[src/rtl/intdisp_pkg.sv]
// Shared types and vector arithmetic for the interrupt dispatcher.
package intdisp_pkg;

  typedef enum logic [2:0] {
    IDLE,
    FLUSH,
    REDIRECT,
    ISR,
    RETURN
  } state_e;

  localparam logic [31:0] DEF_VEC_BASE   = 32'h0000_0100;
  localparam int unsigned DEF_VEC_STRIDE = 16;

  // Wide intermediate; caller truncates to XLEN to get modulo-2^XLEN wrap.
  function automatic logic [63:0] vec_addr(input logic [63:0] base,
                                           input logic [63:0] stride,
                                           input logic [63:0] idx);
    return base + idx * stride;
  endfunction

endpackage

[src/rtl/prio_enc.sv]
// Lowest-index-first priority encoder; idx is 0 when nothing is requested.
module prio_enc #(
  parameter int unsigned NSRC = 4,
  localparam int unsigned IDXW = (NSRC > 1) ? $clog2(NSRC) : 1
) (
  input  logic [NSRC-1:0] req_i,
  output logic [IDXW-1:0] idx_c_o,
  output logic            valid_c_o
);

  always_comb begin
    idx_c_o   = '0;
    valid_c_o = 1'b0;
    for (int i = int'(NSRC) - 1; i >= 0; i--) begin
      if (req_i[i]) begin
        idx_c_o   = IDXW'(i);
        valid_c_o = 1'b1;
      end
    end
  end

endmodule

[src/rtl/interrupt_dispatch.sv]
// Interrupt entry/exit sequencer: latch sources, flush, vector, return on mret.
// Optional per-source enable mask when INTDISP_MASK_EN is defined.
module interrupt_dispatch
  import intdisp_pkg::*;
#(
  parameter int unsigned     XLEN       = 32,
  parameter int unsigned     NSRC       = 4,
  parameter logic [XLEN-1:0] VEC_BASE   = XLEN'(DEF_VEC_BASE),
  parameter int unsigned     VEC_STRIDE = DEF_VEC_STRIDE,
  localparam int unsigned    IDXW       = (NSRC > 1) ? $clog2(NSRC) : 1
) (
  input  logic            CLK_I,
  input  logic            RST_N_I,
  input  logic            inti,
  input  logic [NSRC-1:0] irq_i,
  input  logic [XLEN-1:0] pc_i,
  input  logic            flush_ack_i,
  input  logic            mret_i,
`ifdef INTDISP_MASK_EN
  input  logic            mask_we_i,
  input  logic [NSRC-1:0] mask_wdata_i,
`endif
  output logic            flush_req_o,
  output logic            redirect_o,
  output logic [XLEN-1:0] redirect_pc_o,
  output logic [XLEN-1:0] epc_o,
  output logic [IDXW-1:0] cause_o,
  output logic            in_isr_o
);

  state_e          state_q, state_d;
  logic [NSRC-1:0] pend_q, pend_d, elig, clr;
  logic [XLEN-1:0] epc_q, epc_d, rpc_q, rpc_d;
  logic [IDXW-1:0] cause_q, cause_d, sel_idx;
  logic            sel_valid, redir_d, redir_q, flush_q, isr_q;

`ifdef INTDISP_MASK_EN
  logic [NSRC-1:0] mask_q;

  always_ff @(posedge CLK_I) begin
    if (!RST_N_I)       mask_q <= '1;
    else if (mask_we_i) mask_q <= mask_wdata_i;
  end

  assign elig = pend_q & mask_q;
`else
  assign elig = pend_q;
`endif

  prio_enc #(.NSRC(NSRC)) u_prio (
    .req_i     (elig),
    .idx_c_o   (sel_idx),
    .valid_c_o (sel_valid)
  );

  always_comb begin
    state_d = state_q;
    epc_d   = epc_q;
    cause_d = cause_q;
    rpc_d   = rpc_q;
    redir_d = 1'b0;
    clr     = '0;
    case (state_q)
      IDLE:     if (sel_valid) state_d = FLUSH;
      FLUSH: begin
        // Source chosen at ack time, so a later higher-priority arrival wins.
        if (!sel_valid) begin
          state_d = IDLE;
        end else if (flush_ack_i) begin
          state_d = REDIRECT;
          epc_d   = pc_i;
          cause_d = sel_idx;
          clr     = NSRC'(1) << sel_idx;
          redir_d = 1'b1;
          rpc_d   = XLEN'(vec_addr(64'(VEC_BASE), 64'(VEC_STRIDE), 64'(sel_idx)));
        end
      end
      REDIRECT: state_d = ISR;
      ISR: begin
        if (mret_i) begin
          state_d = RETURN;
          redir_d = 1'b1;
          rpc_d   = epc_q;
        end
      end
      RETURN:   state_d = sel_valid ? FLUSH : IDLE;
      default:  state_d = IDLE;
    endcase
    // New requests win over the clear of the bit being dispatched.
    pend_d = (pend_q & ~clr) | (inti ? irq_i : '0);
  end

  always_ff @(posedge CLK_I) begin
    if (!RST_N_I) begin
      state_q <= IDLE;
      pend_q  <= '0;
      epc_q   <= '0;
      cause_q <= '0;
      rpc_q   <= '0;
      redir_q <= 1'b0;
      flush_q <= 1'b0;
      isr_q   <= 1'b0;
    end else begin
      state_q <= state_d;
      pend_q  <= pend_d;
      epc_q   <= epc_d;
      cause_q <= cause_d;
      rpc_q   <= rpc_d;
      redir_q <= redir_d;
      flush_q <= (state_d == FLUSH);
      isr_q   <= (state_d == ISR);
    end
  end

  assign flush_req_o   = flush_q;
  assign redirect_o    = redir_q;
  assign redirect_pc_o = rpc_q;
  assign epc_o         = epc_q;
  assign cause_o       = cause_q;
  assign in_isr_o      = isr_q;

endmodule

[config.mk]
export PLATFORM = sky130hd
export DESIGN_NAME = interrupt_dispatch
export DESIGN_NICKNAME = d
export VERILOG_FILES = /design/src/rtl/intdisp_pkg.sv /design/src/rtl/prio_enc.sv /design/src/rtl/interrupt_dispatch.sv
export SDC_FILE = /design/constraint.sdc
export NUM_CORES = 1
export LEC_CHECK = 0
export BUFFER_PORTS_ARGS = -buffer_cell sky130_fd_sc_hd__buf_2
export CAP_MARGIN = 20
export CORE_MARGIN = 10
export CORE_UTILIZATION = 52
export DETAILED_ROUTE_END_ITERATION = 6
export PLACE_DENSITY = 0.84
export RECOVER_POWER = 100
export SETUP_SLACK_MARGIN = 0.4
export SYNTH_ARGS = -nofsm -noshare
export SYNTH_HDL_FRONTEND = slang
export SYNTH_SLANG_ARGS = --single-unit
[constraint.sdc]
create_clock -name CLK_I -period 3.8 [get_ports CLK_I]
set_input_delay 0.38 -clock CLK_I [delete_from_list [all_inputs] [get_ports CLK_I]]
set_output_delay 0.38 -clock CLK_I [all_outputs]
set_load 0.02 [all_outputs]
## Yosys cells after proc, flatten, opt, wreduce, memory -nomap -nowiden

Index checks and enable logic that the tools add are counted.
Widths: inputs -> output; s select.

| word-level totals | value |
|---|---|
| memories kept | 0 |
| bits of input ports | 41 |
| word-level logic and storage cells | 52 |
| bits in registers | 76 |
| latch bits | 0 |
| output and inout bits | 69 |
| bits in writable memories | 0 |
| memory bits (read-only) | 0 |

| cells by class | value |
|---|---|
| add/subtract/negate cells | 1 |
| reductions and logical operators | 4 |
| magnitude comparators | 0 |
| shift-type cells | 1 |
| bitwise logic cells | 3 |
| div/mod/pow operators | 0 |
| mux-type cells | 26 |
| $mul | 0 |
| equality and inequality tests | 9 |

Operator list:

| cell | number |
|---|---|
| $mux 32 | 3 |
| $pmux 32 s2 | 1 |
| $mux 4 | 4 |
| $pmux 3 s5 | 1 |
| $mux 3 | 4 |
| $add 9x6->10 const A | 1 |
| $eq 3x2->1 const B | 3 |
| $mux 1 | 8 |
| $mux 2 | 4 |
| $eq 3x1->1 const B | 2 |
| $ne 2x2->1 const B | 3 |
| $and 4x4->4 | 1 |
| $not 4->4 | 1 |
| $or 4x4->4 | 1 |
| $reduce_and 4->1 | 1 |
| $shl 1x2->4 const A | 1 |
| $eq 3x3->1 const B | 1 |
| $logic_not 3->1 | 1 |
| $reduce_and 3->1 | 1 |
| $pmux 1 s2 | 1 |
| $reduce_bool 2->1 | 1 |

## Longest topological paths before layout

| depth | value |
|---|---|
| depth after elaboration | 11 |
| depth in mapped cells | 7 |
| depth with buffers taken out | 4 |

## Modules after synthesis

From an unflattened synthesis, not the netlist that was laid out.

| second synthesis, totals | value |
|---|---|
| cells, all modules | 353 |
| area total of the unflattened synthesis | 3065.4 um^2 |

By module, submodules not included:

| module | cells each | times used | area an instance (um^2) | sequential area each (um^2) |
|---|---|---|---|---|
| interrupt_dispatch | 346 | 1 | 3030.4 | 1521.5 |
| prio_enc | 7 | 1 | 35.0 | 0.0 |

## Least setup slack after synthesis

Ideal clock, no wire load.

| timing path | value |
|---|---|
| path type | register -> register |
| start point | register state_q[2] |
| end point | register cause_q[0], in the netlist cause_o[0] |
| buffers on the path | 2 |
| setup time | 70 ps |
| path slack | 2322 ps |
| arrival time | 1408 ps |
| stages on the path, launching flop included | 7 |
| required time | 3730 ps |
| clock period less this slack | 1478 ps |
| cells stage by stage | dfxtp_1 nand4bb_1 buf_2 or2_1 buf_6 or3_1 a21boi_1 |

| on the way | value |
|---|---|
| longest elaborated chain between the ends | 2 |

RTL lines:

| item | RTL line | source |
|---|---|---|
| start: declaration | interrupt_dispatch.sv:31 | `state_e state_q, state_d;` |
| start signal: assignment | interrupt_dispatch.sv:104 | `state_q <= state_d;` |
| $eq 3x1->1 | interrupt_dispatch.sv:63 | `case (state_q)` |
| $reduce_and 3->1 (no line) | -- |  |
| end signal: assignment | interrupt_dispatch.sv:107 | `cause_q <= cause_d;` |
| end: declaration | interrupt_dispatch.sv:34 | `logic [IDXW-1:0] cause_q, cause_d, sel_idx;` |

Every way passes these cells.
A chain may end at the register's enable or synchronous reset.

## Final worst setup path

| timing path | value |
|---|---|
| start point | register state_q[2] |
| end point | register epc_q[15], in the netlist epc_o[15] |

| on the way | value |
|---|---|
| longest elaborated chain between the ends | 2 |

RTL lines:

| item | RTL line | source |
|---|---|---|
| $eq 3x1->1 | interrupt_dispatch.sv:63 |  |
| $reduce_and 3->1 (no line) | -- |  |
| end signal: assignment | interrupt_dispatch.sv:106 | `epc_q <= epc_d;` |
| end: declaration | interrupt_dispatch.sv:33 | `logic [XLEN-1:0] epc_q, epc_d, rpc_q, rpc_d;` |

Every way passes these cells.

==> impl_metrics.tcl <==
set metrics [dict create \
    status "finished, final reports clean" \
    use_met3_pct 6.91 \
    drc_violations_left 0 \
    crit_path_cell_trace "nand4bb_1 > nor2_1 > buf_4 > nand2_1 > a21boi_0" \
    worst_vdd_rail_ir_drop_mv 0.236 \
    initialDrtViolationCount 175 \
    antenna_found_initial 0 \
    grt_use_met1_pct 21.0 \
    share_comb_of_total_power_pct 10.2 \
    power.share.clock_pct 37.9 \
    tightestPinTransition_ps 1240 \
    fp.dieW_microns 95.3 \
    synth_nets 376 \
    die_area_sq_um 9090 \
    post_cts.repair.setup_buffers 0 \
    total_leakage_power_uw 0.00127 \
    detailedRoute.firstPassIterationCount 5 \
    syn_avg_cell_area_sq_um 8.81 \
    grt_util_met2_pct 25.7 \
    clkSinkCount 76 \
    initial_standard_cell_utilization_of_the_core_pct 53.6 \
    synth_to_final_area_change_pct 21.6 \
    worst_hold_path_cell_count 3 \
    sequential_share_of_power_pct 51.9 \
    clock_skew_ps 6.72 \
    syn-instance-count 335 \
    grt_pass1_wl_mm 12.5 \
    synth_sequential_area_ratio_pct 51.5 \
    crit-reg2reg-capture "epc_o[15]" \
    placementRows 27 \
    grt_setup_unrepaired "false" \
    worst_setup_path_startpoint "state_q[2]" \
    r2r_setup_slack_ps 1330 \
    post-synth-top-area-cell "sky130_fd_sc_hd__dfxtp_1" \
    number_of_logic_stages_on_the_critical_path_including_buffering 5 \
    endpoint_worst_hold "epc_o[9]" \
    detail_route.wirelength_mm 7.79 \
    grt_start_max_net_pins 75 \
    synth_top_area_share_pct 51.5 \
    worst_path_max_delay_cell "sky130_fd_sc_hd__nor2_1" \
    swShare_pct 24.6 \
    detail-route-antenna-nets 0 \
    synth_cell_type_count 35 \
    syn_area_sq_um 2950 \
    fillCellCount 523 \
    die_height_microns 95.3 \
    worstReg2RegStart "state_q[2]" \
    slew_violations 0 \
    overflow 0 \
    globalRouteTotalUtil_pct 17.3 \
    most-common-layout-cells "sky130_fd_sc_hd__nand2_1, sky130_fd_sc_hd__dfxtp_1, sky130_fd_sc_hd__clkbuf_1" \
    clock_buffers_created_by_tritoncts 9 \
    sw_power_uw 398 \
    path_class "flop to flop" \
    synth_warnings 0 \
    post_route_cells_drive_above_1_share_pct 13.2 \
    post-route-worst-setup-slack_ps 1330 \
    clock_tree.buffer_depth 2 \
    avgRoutedWirePerCell_microns 15.3 \
    max_stage_delay_ps 1000 \
    worstSetupStartpointType "flop" \
    tritoncts_clock_tree "yes" \
    hold_sp "pc_i[9]" \
    setup_viol 0 \
    final-hold-violation-count 0 \
    cp-end-kind "flop" \
    grt_pass1_vias 2628 \
    tns_ps 0 \
    p_int_uw 1220 \
    gp_routability_congestion 0.860 \
    slew-limit-headroom_pct 17.5 \
    synth-main-ff-cell "sky130_fd_sc_hd__dfxtp_1" \
    design.core.area_sq_um 5510 \
    timing.critical_path.buf_inv 1 \
    synth-seq-cells 76 \
    dpl_worst_slack_ps 1560 \
    i_o_pin_count 110 \
    most_common_cell_after_layout_fill_and_taps_aside "sky130_fd_sc_hd__nand2_1" \
    layout.nets 474 \
    post_synth_edffs 0 \
    clock-root-buffer "sky130_fd_sc_hd__clkbuf_8" \
    grt_busiest_layer "met2" \
    timing.max_cap.violations 0 \
    crit_fanout 18 \
    portBuffers 109 \
    ff2ff_path_depth 5 \
    dp_hpwl_mm 5.54 \
    fin_crit_ps 2470 \
    power_per_cell_area_nw_per_um2 451 \
    viasPerCell 5.11 \
    route.vias.total 2605 \
    worst_hold_path_type "primary input to flop" \
    cp_top_family "simple AND/OR/NAND/NOR gates" \
    ctsHtreeMaxLevel 3 \
    postCtsHoldBufs 0 \
    postCtsResizedCells 0 \
    finalCritPeriodShare_pct 65.0 \
    required_time_of_the_critical_path_ps 4060 \
    hold_slack_ps 274 \
    synthArstFlopShare_pct 0 \
    clk_pin_slew_worst_paths_ps 70 \
    clock_insertion_delay_worst_skew_ps 340 \
    critical_path_arrival_ps 2730 \
    clock.fmax_ghz 0.405 \
    num_antenna_cells 0 \
    synth_area_leaders "sky130_fd_sc_hd__dfxtp_1, sky130_fd_sc_hd__nand2_1, sky130_fd_sc_hd__a21boi_0, sky130_fd_sc_hd__a21boi_1, sky130_fd_sc_hd__nand3_1" \
]
-- cell usage after synthesis, types with 2 or more instances --
cell	n
sky130_fd_sc_hd__nand2_1	98
sky130_fd_sc_hd__dfxtp_1	76
sky130_fd_sc_hd__a21boi_0	36
sky130_fd_sc_hd__a21boi_1	30
sky130_fd_sc_hd__nand3_1	29
sky130_fd_sc_hd__clkbuf_1	10
sky130_fd_sc_hd__buf_2	7
sky130_fd_sc_hd__buf_4	6
sky130_fd_sc_hd__nor2_1	6
sky130_fd_sc_hd__nor2b_1	4
sky130_fd_sc_hd__buf_1	3
sky130_fd_sc_hd__o21ai_0	3
sky130_fd_sc_hd__a21oi_1	2
sky130_fd_sc_hd__inv_1	2
sky130_fd_sc_hd__nor3_1	2
sky130_fd_sc_hd__nor4_1	2
-- power groups by stage --
stage	registers [uW]	clock network, uW	logic [uW]
3_5_place_dp	859	0	177
5_1_grt	844	652	184
2_1_floorplan	878	0	94.0
6_report	841	614	166
4_1_cts	841	619	178
3_3_place_gp	858	0	170
-- worst reg2reg max path: stages (launching register included) --
cell,delay [ps]
sky130_fd_sc_hd__dfxtp_1,340
sky130_fd_sc_hd__nand4bb_1,390
sky130_fd_sc_hd__nor2_1,1000
sky130_fd_sc_hd__buf_4,380
sky130_fd_sc_hd__nand2_1,100
sky130_fd_sc_hd__a21boi_0,180
-- sequential cells by signal, indices dropped and copies added (netlist names) --
signal / cells
redirect_o: 1
in_isr_o: 1
redirect_pc_o: 32
epc_o: 32
state_q: 3
elig: 4
flush_req_o: 1
cause_o: 2
-- worst max path at each step --
stage                            end  slack (ps)
final                      epc_o[15]        1330
after global routing       epc_o[16]         980
after CTS                   epc_o[1]        1640
after detailed placement    epc_o[1]        1560
after global placement    cause_o[0]        1510
after floorplan           cause_o[0]        2320
-- stage by stage --
stage | power [uW] | instance area (sq um) | std cells | util (%)
after floorplan | 972 | 2950 | 335 | -
after global placement | 1030 | 3480 | 493 | 63.2
after detailed placement | 1040 | 3510 | 494 | 63.7
after CTS | 1640 | 3700 | 510 | 67.3
after global routing | 1680 | 3590 | 510 | 65.2
final | 1620 | 3590 | 510 | 65.2
-- layout make-up --
class | instances | area, sq um | area share, %
flip-flops and latches | 76 | 1520 | 42.4
multi-input cells | 230 | 1260 | 35.1
repair buffers | 114 | 513 | 14.3
clock buffers | 15 | 166 | 4.64
well taps | 72 | 90.1 | 2.51
clock inverters | 1 | 30.0 | 0.837
inverters | 2 | 7.51 | 0.209
-- kinds of logic (layout without fill, tap and decap cells) --
kind of cell           Yosys count  after routing  synth area share [%]
AO/OA/AOI/OAI                   80             80                  20.6
buffers and inverters           29            132                  5.00
flip-flops                      76             76                  51.5
AND/OR/NAND/NOR                150            150                  22.8
-- layer usage --
metal | routed length [microns] | part of all wire (%)
met1 | 3310 | 42
met2 | 3500 | 45
met3 | 855 | 11
met4 | 125 | 1.6
met5 | 0 | 0
(Power assumes the default switching activity.)
